$ cat config.mk
export PLATFORM = sky130hd
export DESIGN_NAME = subleq_exec_ctrl
export DESIGN_NICKNAME = d
export VERILOG_FILES = /design/src/rtl/subleq_exec_ctrl.sv
export SDC_FILE = /design/constraint.sdc
export NUM_CORES = 1
export LEC_CHECK = 0
export ABC_AREA = 1
export CORE_MARGIN = 5
export CORE_UTILIZATION = 35
export CTS_CLUSTER_DIAMETER = 40
export CTS_CLUSTER_SIZE = 14
export DETAILED_ROUTE_END_ITERATION = 10
export HOLD_SLACK_MARGIN = 0.12
export SLEW_MARGIN = 20
export SYNTH_ARGS = -nofsm -noshare
export SYNTH_HDL_FRONTEND = slang
export SYNTH_SLANG_ARGS = --single-unit
$ cat constraint.sdc
create_clock -name CLK -period 2.45 [get_ports CLK]
set_input_delay 0.245 -clock CLK [delete_from_list [all_inputs] [get_ports CLK]]
set_output_delay 0.245 -clock CLK [all_outputs]
set_load 0.005 [all_outputs]
$ cat src/rtl/subleq_exec_ctrl.sv
// SUBLEQ execution control core: steps one instruction through fetch, operand
// read and writeback micro-states, paced by the sequencer's E/F strobes.
module subleq_exec_ctrl #(
  parameter int unsigned   AW        = 8,
  parameter int unsigned   DW        = 8,
  parameter logic [AW-1:0] RESET_PC  = '0,
  parameter logic [AW-1:0] HALT_ADDR = '1
) (
  input  logic          CLK,
  input  logic          RST,
  input  logic          E,
  input  logic          F,
  output logic [AW-1:0] MEM_ADDR,
  input  logic [DW-1:0] MEM_RDATA,
  output logic [DW-1:0] MEM_WDATA,
  output logic          MEM_WE,
  output logic [AW-1:0] PC,
  output logic          HALTED,
  output logic [2:0]    STATE
);

  typedef enum logic [2:0] {
    S_FA   = 3'd0,
    S_FB   = 3'd1,
    S_FC   = 3'd2,
    S_RA   = 3'd3,
    S_RB   = 3'd4,
    S_WB   = 3'd5,
    S_HALT = 3'd6
  } state_t;

  state_t        state;
  logic [AW-1:0] reg_a;
  logic [AW-1:0] reg_b;
  logic [AW-1:0] reg_c;
  logic [DW-1:0] op_a;
  logic [DW-1:0] op_b;
  logic [DW-1:0] res;
  logic          taken;

  // Wrapped difference; branch on zero or sign bit of the wrapped value
  assign res       = op_b - op_a;
  assign taken     = (res == '0) || res[DW-1];
  assign MEM_WDATA = res;
  assign STATE     = state;

  // Address mux and write enable; reset suppresses any in-flight write
  always_comb begin
    MEM_ADDR = PC;
    MEM_WE   = 1'b0;
    if (RST) begin
      MEM_ADDR = RESET_PC;
    end else begin
      case (state)
        S_FB: MEM_ADDR = PC + AW'(1);
        S_FC: MEM_ADDR = PC + AW'(2);
        S_RA: MEM_ADDR = reg_a;
        S_RB: MEM_ADDR = reg_b;
        S_WB: begin
          MEM_ADDR = reg_b;
          MEM_WE   = F;
        end
        default: MEM_ADDR = PC;
      endcase
    end
  end

  always_ff @(posedge CLK or posedge RST) begin
    if (RST) begin
      state  <= S_FA;
      PC     <= RESET_PC;
      reg_a  <= '0;
      reg_b  <= '0;
      reg_c  <= '0;
      op_a   <= '0;
      op_b   <= '0;
      HALTED <= 1'b0;
    end else begin
      case (state)
        S_FA: if (E) begin
          reg_a <= MEM_RDATA[AW-1:0];
          state <= S_FB;
        end
        S_FB: if (E) begin
          reg_b <= MEM_RDATA[AW-1:0];
          state <= S_FC;
        end
        S_FC: if (E) begin
          reg_c <= MEM_RDATA[AW-1:0];
          state <= S_RA;
        end
        S_RA: if (E) begin
          op_a  <= MEM_RDATA;
          state <= S_RB;
        end
        S_RB: if (E) begin
          op_b  <= MEM_RDATA;
          state <= S_WB;
        end
        S_WB: if (F) begin
          if (taken) begin
            PC <= reg_c;
            if (reg_c == HALT_ADDR) begin
              state  <= S_HALT;
              HALTED <= 1'b1;
            end else begin
              state <= S_FA;
            end
          end else begin
            PC    <= PC + AW'(3);
            state <= S_FA;
          end
        end
        default: state <= state;
      endcase
    end
  end

endmodule

# Word level (Yosys, flattened, before mapping)

Cells that the tools add are included.

Bits in registers: 52
Bits of input ports: 12

Add/subtract/negate cells: 4
Equal/unequal tests: 12
Multiplexer cells: 14
Reductions and logical operators: 13

Operators with widths:

| cell                                                 | count |
|---|---|
| one-hot mux 8 bit (4 select lines)                   | 1 |
| two-way mux 3 bit                                    | 8 |
| one-hot mux 3 bit (6 select lines)                   | 1 |
| adder 8 x 2 -> 8 bit (second input constant)         | 2 |
| two-way mux 8 bit                                    | 2 |
| != test 2 bit (second input constant)                | 6 |
| AND reduction 2 bit                                  | 6 |
| adder 8 x 1 -> 8 bit (second input constant)         | 1 |
| equality test 8 bit (second input constant)          | 1 |
| logical NOT 8 bit                                    | 1 |
| subtractor 8 bit                                     | 1 |
| AND reduction 7 bit                                  | 1 |
| equality test 3 x 2 -> 1 bit (second input constant) | 2 |
| equality test 3 bit (second input constant)          | 2 |
| nonzero test 6 bit                                   | 1 |
| AND reduction 4 bit                                  | 1 |
| equality test 3 x 1 -> 1 bit (second input constant) | 1 |
| logical NOT 3 bit                                    | 1 |
| two-way mux 1 bit                                    | 2 |
| OR reduction 2 bit                                   | 1 |
| logical OR 1 bit                                     | 1 |

# Longest topological paths before layout

Gate-level depths: netlist of the first run.

Word-level depth: 6
Mapped depth: 16
Depth with buffers taken out: 16

# Worst setup path after synthesis of the first run

OpenSTA, ideal clock, no wires.

Path type: register -> register
Start: reg op_a[0]
End: reg PC[0]
Library setup time: 0.117 ns
Arrival: 1.998 ns
Data required time: 2.333 ns
Path slack: 0.334 ns
Stages on the path, launching flop included: 13
Cells stage by stage: dfrtp_1 ha_1 inv_1 fa_1 or2_1 nor2_2 nand3_2 nor2_4 nand3_4 nand2_8 nand2_1 nand3_1 nand2_1

Cells in the longest elaborated chain, start to end: 4

Ends and longest elaborated chain:

| element                  | RTL line | RTL |
|---|---|---|
| start: declaration       | 36       | `logic [DW-1:0] op_a;` |
| start signal: assignment | 75       | `op_a <= '0;` |
| start signal: assignment | 93       | `op_a <= MEM_RDATA;` |
| subtractor 8 bit         | 42       | `assign res = op_b - op_a;` |
| named net MEM_WDATA[1]   | 15       | `output logic [DW-1:0] MEM_WDATA,` |
| logical NOT 8 bit        | 43       | `assign taken = (res == '0) \|\| res[DW-1];` |
| logical OR 1 bit         | 43       |  |
| two-way mux 8 bit        | 101      | `if (taken) begin` |
| end signal: assignment   | 102      | `PC <= reg_c;` |
| end signal: assignment   | 110      | `PC <= PC + AW'(3);` |
| end: declaration         | 17       | `output logic [AW-1:0] PC,` |

The timed path passes the listed nets, and every way through them passes these cells.
A chain may end at the register's enable or synchronous reset.

# Final worst setup path of the first run

Start: reg op_b[0]
End: out MEM_WDATA[6]

Cells in the longest elaborated chain, start to end: 1

Ends and longest elaborated chain:

| element                  | RTL line | RTL |
|---|---|---|
| start: declaration       | 37       | `logic [DW-1:0] op_b;` |
| start signal: assignment | 76       | `op_b <= '0;` |
| start signal: assignment | 97       | `op_b <= MEM_RDATA;` |
| subtractor 8 bit         | 42       |  |
| end: declaration         | 15       |  |

Every way passes these cells.

==> impl_metrics.toml, run 1 <==
[power_and_ir_drop]
peakVddDrop_uv = 475
p_leak_nw = 2.05
finalPower_mw = 6.28
power_density_mw_per_mm2 = 1530

[logic_synthesis]
ys_top_cells_by_area = "dfrtp_1 41%, nand2_1 15%, inv_1 6.7%"
synth_nets = 439
ys_seq_area_share_pct = 41.3
yosysWarningCount = 0
netlist-cell-type-count = 37
avgSynthCellArea_um2 = 7.59
ys_ff_latch = 52
synth_cells = 415
syn-cell-area_mm2 = 0.00315
async_reset_ff_share_pct = 100
synth_top_area_cell = "dfrtp_1"
synth_edf_count = 0
synth_flop_cell = "dfrtp_1"
synth_top_area_share_pct = 41.3

[clock_tree]
cts.clk_slew.worst_paths_ns = 0.10
root_buffer = "clkbuf_8"
max-clock-path-buffers = 2
htree_levels = 2
cts_tree = "yes"
clkSinkCount = 52
numCtsBuffers = 5
clock_latency_ns = 0.31

[floorplanning]
core_mm2 = 0.00876
die_h_um = 105
die_area_mm2 = 0.0110
rows = 34
fp.dieW_um = 105
io_pins = 41
initial_core_util_pct = 36.0

[worst_hold_path]
hp-class = "reg -> reg"

[timing]
tns_ns = 0
hold_viol_final = 0
slew_headroom_pct = 59.4
rsz0062_at_grt = "yes"
max_freq_mhz = 424
tightest_slew_ns = 0.608
finalCriticalPeriod_ns = 2.36
fin_ws_ns = 0.0912
min_period_over_period_pct = 96.3
setup_viol = 0
slew_viol_final = 0
clock_skew_ns = 0.00939

[placed_design]
pre_cts_ws_ns = 0.160
place_congestion = 0.957
place_hpwl_um = 6330
portBuffers = 40

[global_route]
antenna_found_initial = 0
grt_max_degree = 47
grt_pass1_wl_um = 14100
grt_pass1_vias = 2809
grt_usage_pct = 15.5
grt_overflow = 0

[route]
viasPerCell = 4.98
drtAntennaViolNets = 0
drt-pass1-iter-count = 4
wl_per_cell_um = 14.8
first_iter_violations = 188
routed_wl_um = 8760
dr_total_vias = 2949
remaining_drc_errors = 0

[setup_path]
cp_max_fo = 3
crit_chain = "inv_1, ha_1, inv_2, fa_2, buf_4, buf_4, nand2_2, nand4_1, nand2_2, inv_1, dlymetal6s2s_1"
crit_buf_inv = 6
critPathCaptureType = "output port"
crit_family = "buffers and inverters"
required_ns = 2.20
crit_type = "reg -> out"
crit_arrival_ns = 2.11
start_kind = "flop"
worst_path_max_delay_cell = "fa_2"
max_stage_delay_ns = 0.41

[finish]
num-nets-final = 507
drive_above_1_share_pct = 18.4
diodes = 0
area_growth_pct = 30.0
fillers = 903

[status]
run_status = "complete, no violations"

[job]
maxCapViolations = 0
cell type report:
class | instances | area [um2] | area share (%)
clock buffer | 5 | 68.8 | 1.68
clock inverter | 3 | 26.3 | 0.641
inverter | 61 | 231 | 5.65
multi-input combinational | 298 | 1730 | 42.2
sequential | 52 | 1310 | 31.9
tap | 108 | 135 | 3.30
timing repair buffer | 65 | 602 | 14.7
cell usage after synthesis, types with 3 or more instances:
cell and instances:
o21ai_0 40, nand2_4 3, xor2_1 7, ha_1 11
nand2_2 6, nor2_4 4, o21ai_1 12, a21oi_1 8
nand3_1 29, nand4_1 6, nor2_1 17, nand3_2 3
inv_2 4, nor2_2 3, clkbuf_1 4, dfrtp_1 52
inv_1 56, nand2_1 123
report_power, final:
group | leakage [nW] | switching, mW | internal (mW)
combinational | 1.36 | 2.24 | 1.89
clock | 0.0423 | 0.320 | 0.209
sequential | 0.650 | 0.372 | 1.25
sequential cells by signal, summed over array words and instances, names as in the netlist:
signal,count
STATE,3
reg_a,8
reg_c,8
op_a,8
PC,8
reg_b,8
op_b,8
HALTED,1
per-layer routing:
metal | GRT usage, % | up-vias | part of all wire [%]
li1 | - | 1487 | -
met1 | 21.4 | 1382 | 47
met2 | 24.2 | 67 | 47
met3 | 3.39 | 13 | 4.4
met4 | 5.30 | 0 | 2.1
met5 | 0 | - | 0
final timing paths:
kind	end	cells after the start	slack, ns	start
max	MEM_WDATA[6]	11	0.09	op_b[0]
min	HALTED	1	0.48	HALTED
max reg2reg	PC[5]	12	0.14	op_a[0]
min reg2reg	HALTED	1	0.48	HALTED
max in group asynchronous	PC[2]	3	1.29	RST
min in group asynchronous	STATE[2]	3	0.53	RST
per-stage QoR:
| stage | util (%) | instances | hold WS (ns) | area (um2) |
|---|---|---|---|---|
| after global placement | 42.4 | 564 | 0.460 | 3710 |
| after detailed placement | 42.4 | 564 | 0.460 | 3710 |
| final | 46.7 | 592 | 0.479 | 4100 |
| after CTS | 44.3 | 575 | 0.486 | 3880 |
| after global routing | 46.7 | 592 | 0.502 | 4100 |
| after floorplan | - | 415 | 0.436 | 3150 |
cells by family (layout without fill, tap and decap cells):
family	count (synthesis)	in the layout	share of synthesized area, %
simple gates	201	203	29.9
compound gates	76	76	13.8
buf+inv	67	134	8.06
flops	52	52	41.3
fa+ha+maj	12	12	5.00
xor+xnor	7	7	1.95
cells in the final DEF, fill, tap and decap left out, types with 3 or more instances in the layout:
cell             count
dfrtp_2              4
nor2_4               5
dlygate4sd2_1        3
nand2_1            120
ha_4                 4
dlymetal6s2s_1       7
xor2_1               7
nand2_2              8
nand4_1              6
ha_1                 5
o21ai_1             11
nor2_1              16
nand2_4              5
nand3_2              4
nor2_2               3
inv_2               10
buf_4               25
nand3_1             29
clkbuf_8             5
inv_1               49
o21ai_0             40
clkdlybuf4s50_1     30
dfrtp_1             48
a21oi_1              8
timing repair:
action,CTS,global route
cloned,0,2
pin swaps,3,17
setup endpoints to repair,11,20
gates resized for setup,15,26
hold buffers,0,0
setup buffers,3,15
No activity file was read; power rests on OpenSTA's default activity.
==> run 2: changes to the inputs <==
--- a/config.mk
+++ b/config.mk
@@ -12,6 +12,7 @@
 export CTS_CLUSTER_SIZE = 14
 export DETAILED_ROUTE_END_ITERATION = 10
 export HOLD_SLACK_MARGIN = 0.12
+export PLACE_DENSITY_LB_ADDON = 0.3
 export SLEW_MARGIN = 20
 export SYNTH_ARGS = -nofsm -noshare
 export SYNTH_HDL_FRONTEND = slang
==> impl_metrics.toml, run 2 (same netlist as run 1, synthesis figures left out) <==
[global_route]
grt_pass1_vias = 2921
grt_overflow = 0
grt_usage_pct = 15.5
met2_usage_pct = 25.5
grt.busiest_layer = "met2"
grt_max_degree = 49
antenna_found_initial = 0
grt_use_met1_pct = 20.9
grtUsageMet3_pct = 2.84
grt_pass1_wl_um = 14300

[floorplanning]
initial_core_util_pct = 36.0
rows = 34
core_mm2 = 0.00876
die_h_um = 105
fp.dieW_um = 105
die_area_mm2 = 0.0110
io_pins = 41

[finish]
num-nets-final = 500
final_common_cell = "nand2_1"
area_growth_pct = 29.8
final_cell_mix = "118 x nand2_1, 50 x inv_1, 48 x dfrtp_1, 39 x o21ai_0, 33 x clkdlybuf4s50_1"
fin_util_pct = 46.7
design_area_mm2 = 0.00409
drive_above_1_share_pct = 17.6
diodes = 0

[route]
drtAntennaViolNets = 0
routed_wl_um = 8600
viasPerCell = 5.06
first_iter_violations = 175
wl_per_cell_um = 14.7
dr_total_vias = 2960
remaining_drc_errors = 0
drt-pass1-iter-count = 4

[setup_path]
crit_arrival_ns = 2.10
max_stage_delay_ns = 0.46
worst-r2r-setup-slack_ns = 0.20
cp_max_fo = 6
r2r_cells = 13
r2r-end = "PC[1]"
worst_path_max_delay_cell = "clkdlybuf4s50_1"
crit_type = "reg -> out"
crit_chain = "buf_4, ha_1, nor2_1, a221oi_1, a21oi_1, clkdlybuf4s50_1"
start_kind = "flop"
critPathCaptureType = "output port"
r2r_start = "op_b[0]"
required_ns = 2.20

[clock_tree]
cts_tree = "yes"
htree_levels = 2
clkSinkCount = 52
numCtsBuffers = 5
cts_hold_buf = 0
cts.clk_slew.worst_paths_ns = 0.10
max-clock-path-buffers = 2
root_buffer = "clkbuf_8"
clock_latency_ns = 0.31

[worst_hold_path]
hp-class = "in -> async"

[power_and_ir_drop]
p_leak_nw = 2.01
intPower_mw = 3.46
p_switching_mw = 2.88
peakVddDrop_uv = 680
power_density_mw_per_mm2 = 1550
finalPower_mw = 6.34
sw_frac_of_total_pct = 45.4
p_seq_share_pct = 25.6
clkPwrFrac_pct = 10.0
p_comb_share_pct = 64.3

[timing]
clock_skew_ns = 0.0125
tns_ns = 0
slew_viol_final = 0
rsz0062_at_grt = "yes"
hold_viol_final = 0
hold_slack_ns = 0.255
setup_viol = 0
max_freq_mhz = 426
slew_headroom_pct = 59.5
finalCriticalPeriod_ns = 2.35
tightest_slew_ns = 0.607
min_period_over_period_pct = 95.8

[job]
maxCapViolations = 0

[placed_design]
placed_cell_area_mm2 = 0.00371
place_congestion = 0.948
portBuffers = 40
place_hpwl_um = 6370

[status]
run_status = "complete, no violations"
==> run 2: cell count changes in the layout (fill, tap and decap cells not counted), moves of 2 or more <==
cell / delta
clkinvlp_4: -2
buf_4: -7
dlymetal6s2s_1: -3
nand2_1: -2
clkdlybuf4s50_1: +3
nand2_4: -2
nand2_2: +3
==> run 2: power by group through the flow <==
stage	clock (mW)	combinational [mW]	sequential, mW
floorplan	0	2.34	1.51
global placement	0	3.55	1.61
detailed placement	0	3.62	1.62
CTS	0.643	3.78	1.61
global route	0.680	4.54	1.68
finish	0.636	4.08	1.62
==> run 2: final cells by class <==
| type | count | area [um2] |
|---|---|---|
| Tap cell | 108 | 135 |
| Multi-Input combinational cell | 296 | 1720 |
| Fill cell | 860 | 4670 |
| Sequential cell | 52 | 1310 |
| Clock inverter | 2 | 38.8 |
| Inverter | 61 | 231 |
| Timing Repair Buffer | 60 | 573 |
| Clock buffer | 6 | 82.6 |
==> run 2: stage by stage <==
step	std cells	worst slack, ns
after floorplan	415	0.334
after global placement	564	0.168
after detailed placement	564	0.163
after CTS	576	0.0149
after global routing	585	-0.0135
final	585	0.104
==> run 2: how the worst max path moves through the flow <==
stage                  from            to
finish                PC[2]   MEM_ADDR[2]
global route        op_b[2]  MEM_WDATA[7]
CTS                 op_b[0]  MEM_WDATA[6]
detailed placement  op_a[0]         PC[3]
global placement    op_a[0]         PC[3]
floorplan           op_a[0]         PC[0]
==> run 2: worst max-delay path, delay by kind of cell, from the launching register on <==
family	cells	cell delay (ns)
compound gates	2	0.39
flops	1	0.45
buf+inv	2	0.63
simple gates	1	0.05
fa+ha+maj	1	0.27
==> run 2: what timing repair did <==
| item | 4_1_cts | 5_1_grt |
|---|---|---|
| gates resized for setup | 14 | 28 |
| setup endpoints to repair | 10 | 20 |
| setup buffers | 4 | 9 |
| pin swaps | 2 | 9 |
| cloned | 0 | 0 |
| endpoints found under the hold margin | 0 | 0 |
==> run 2: metal layers <==
layer / vias to the layer above / routed length, um / part of all wire [%]
li1: 1464 / - / -
met1: 1394 / 3770 / 44
met2: 92 / 4140 / 48
met3: 10 / 557 / 6.5
met4: 0 / 127 / 1.5
met5: - / 0 / 0
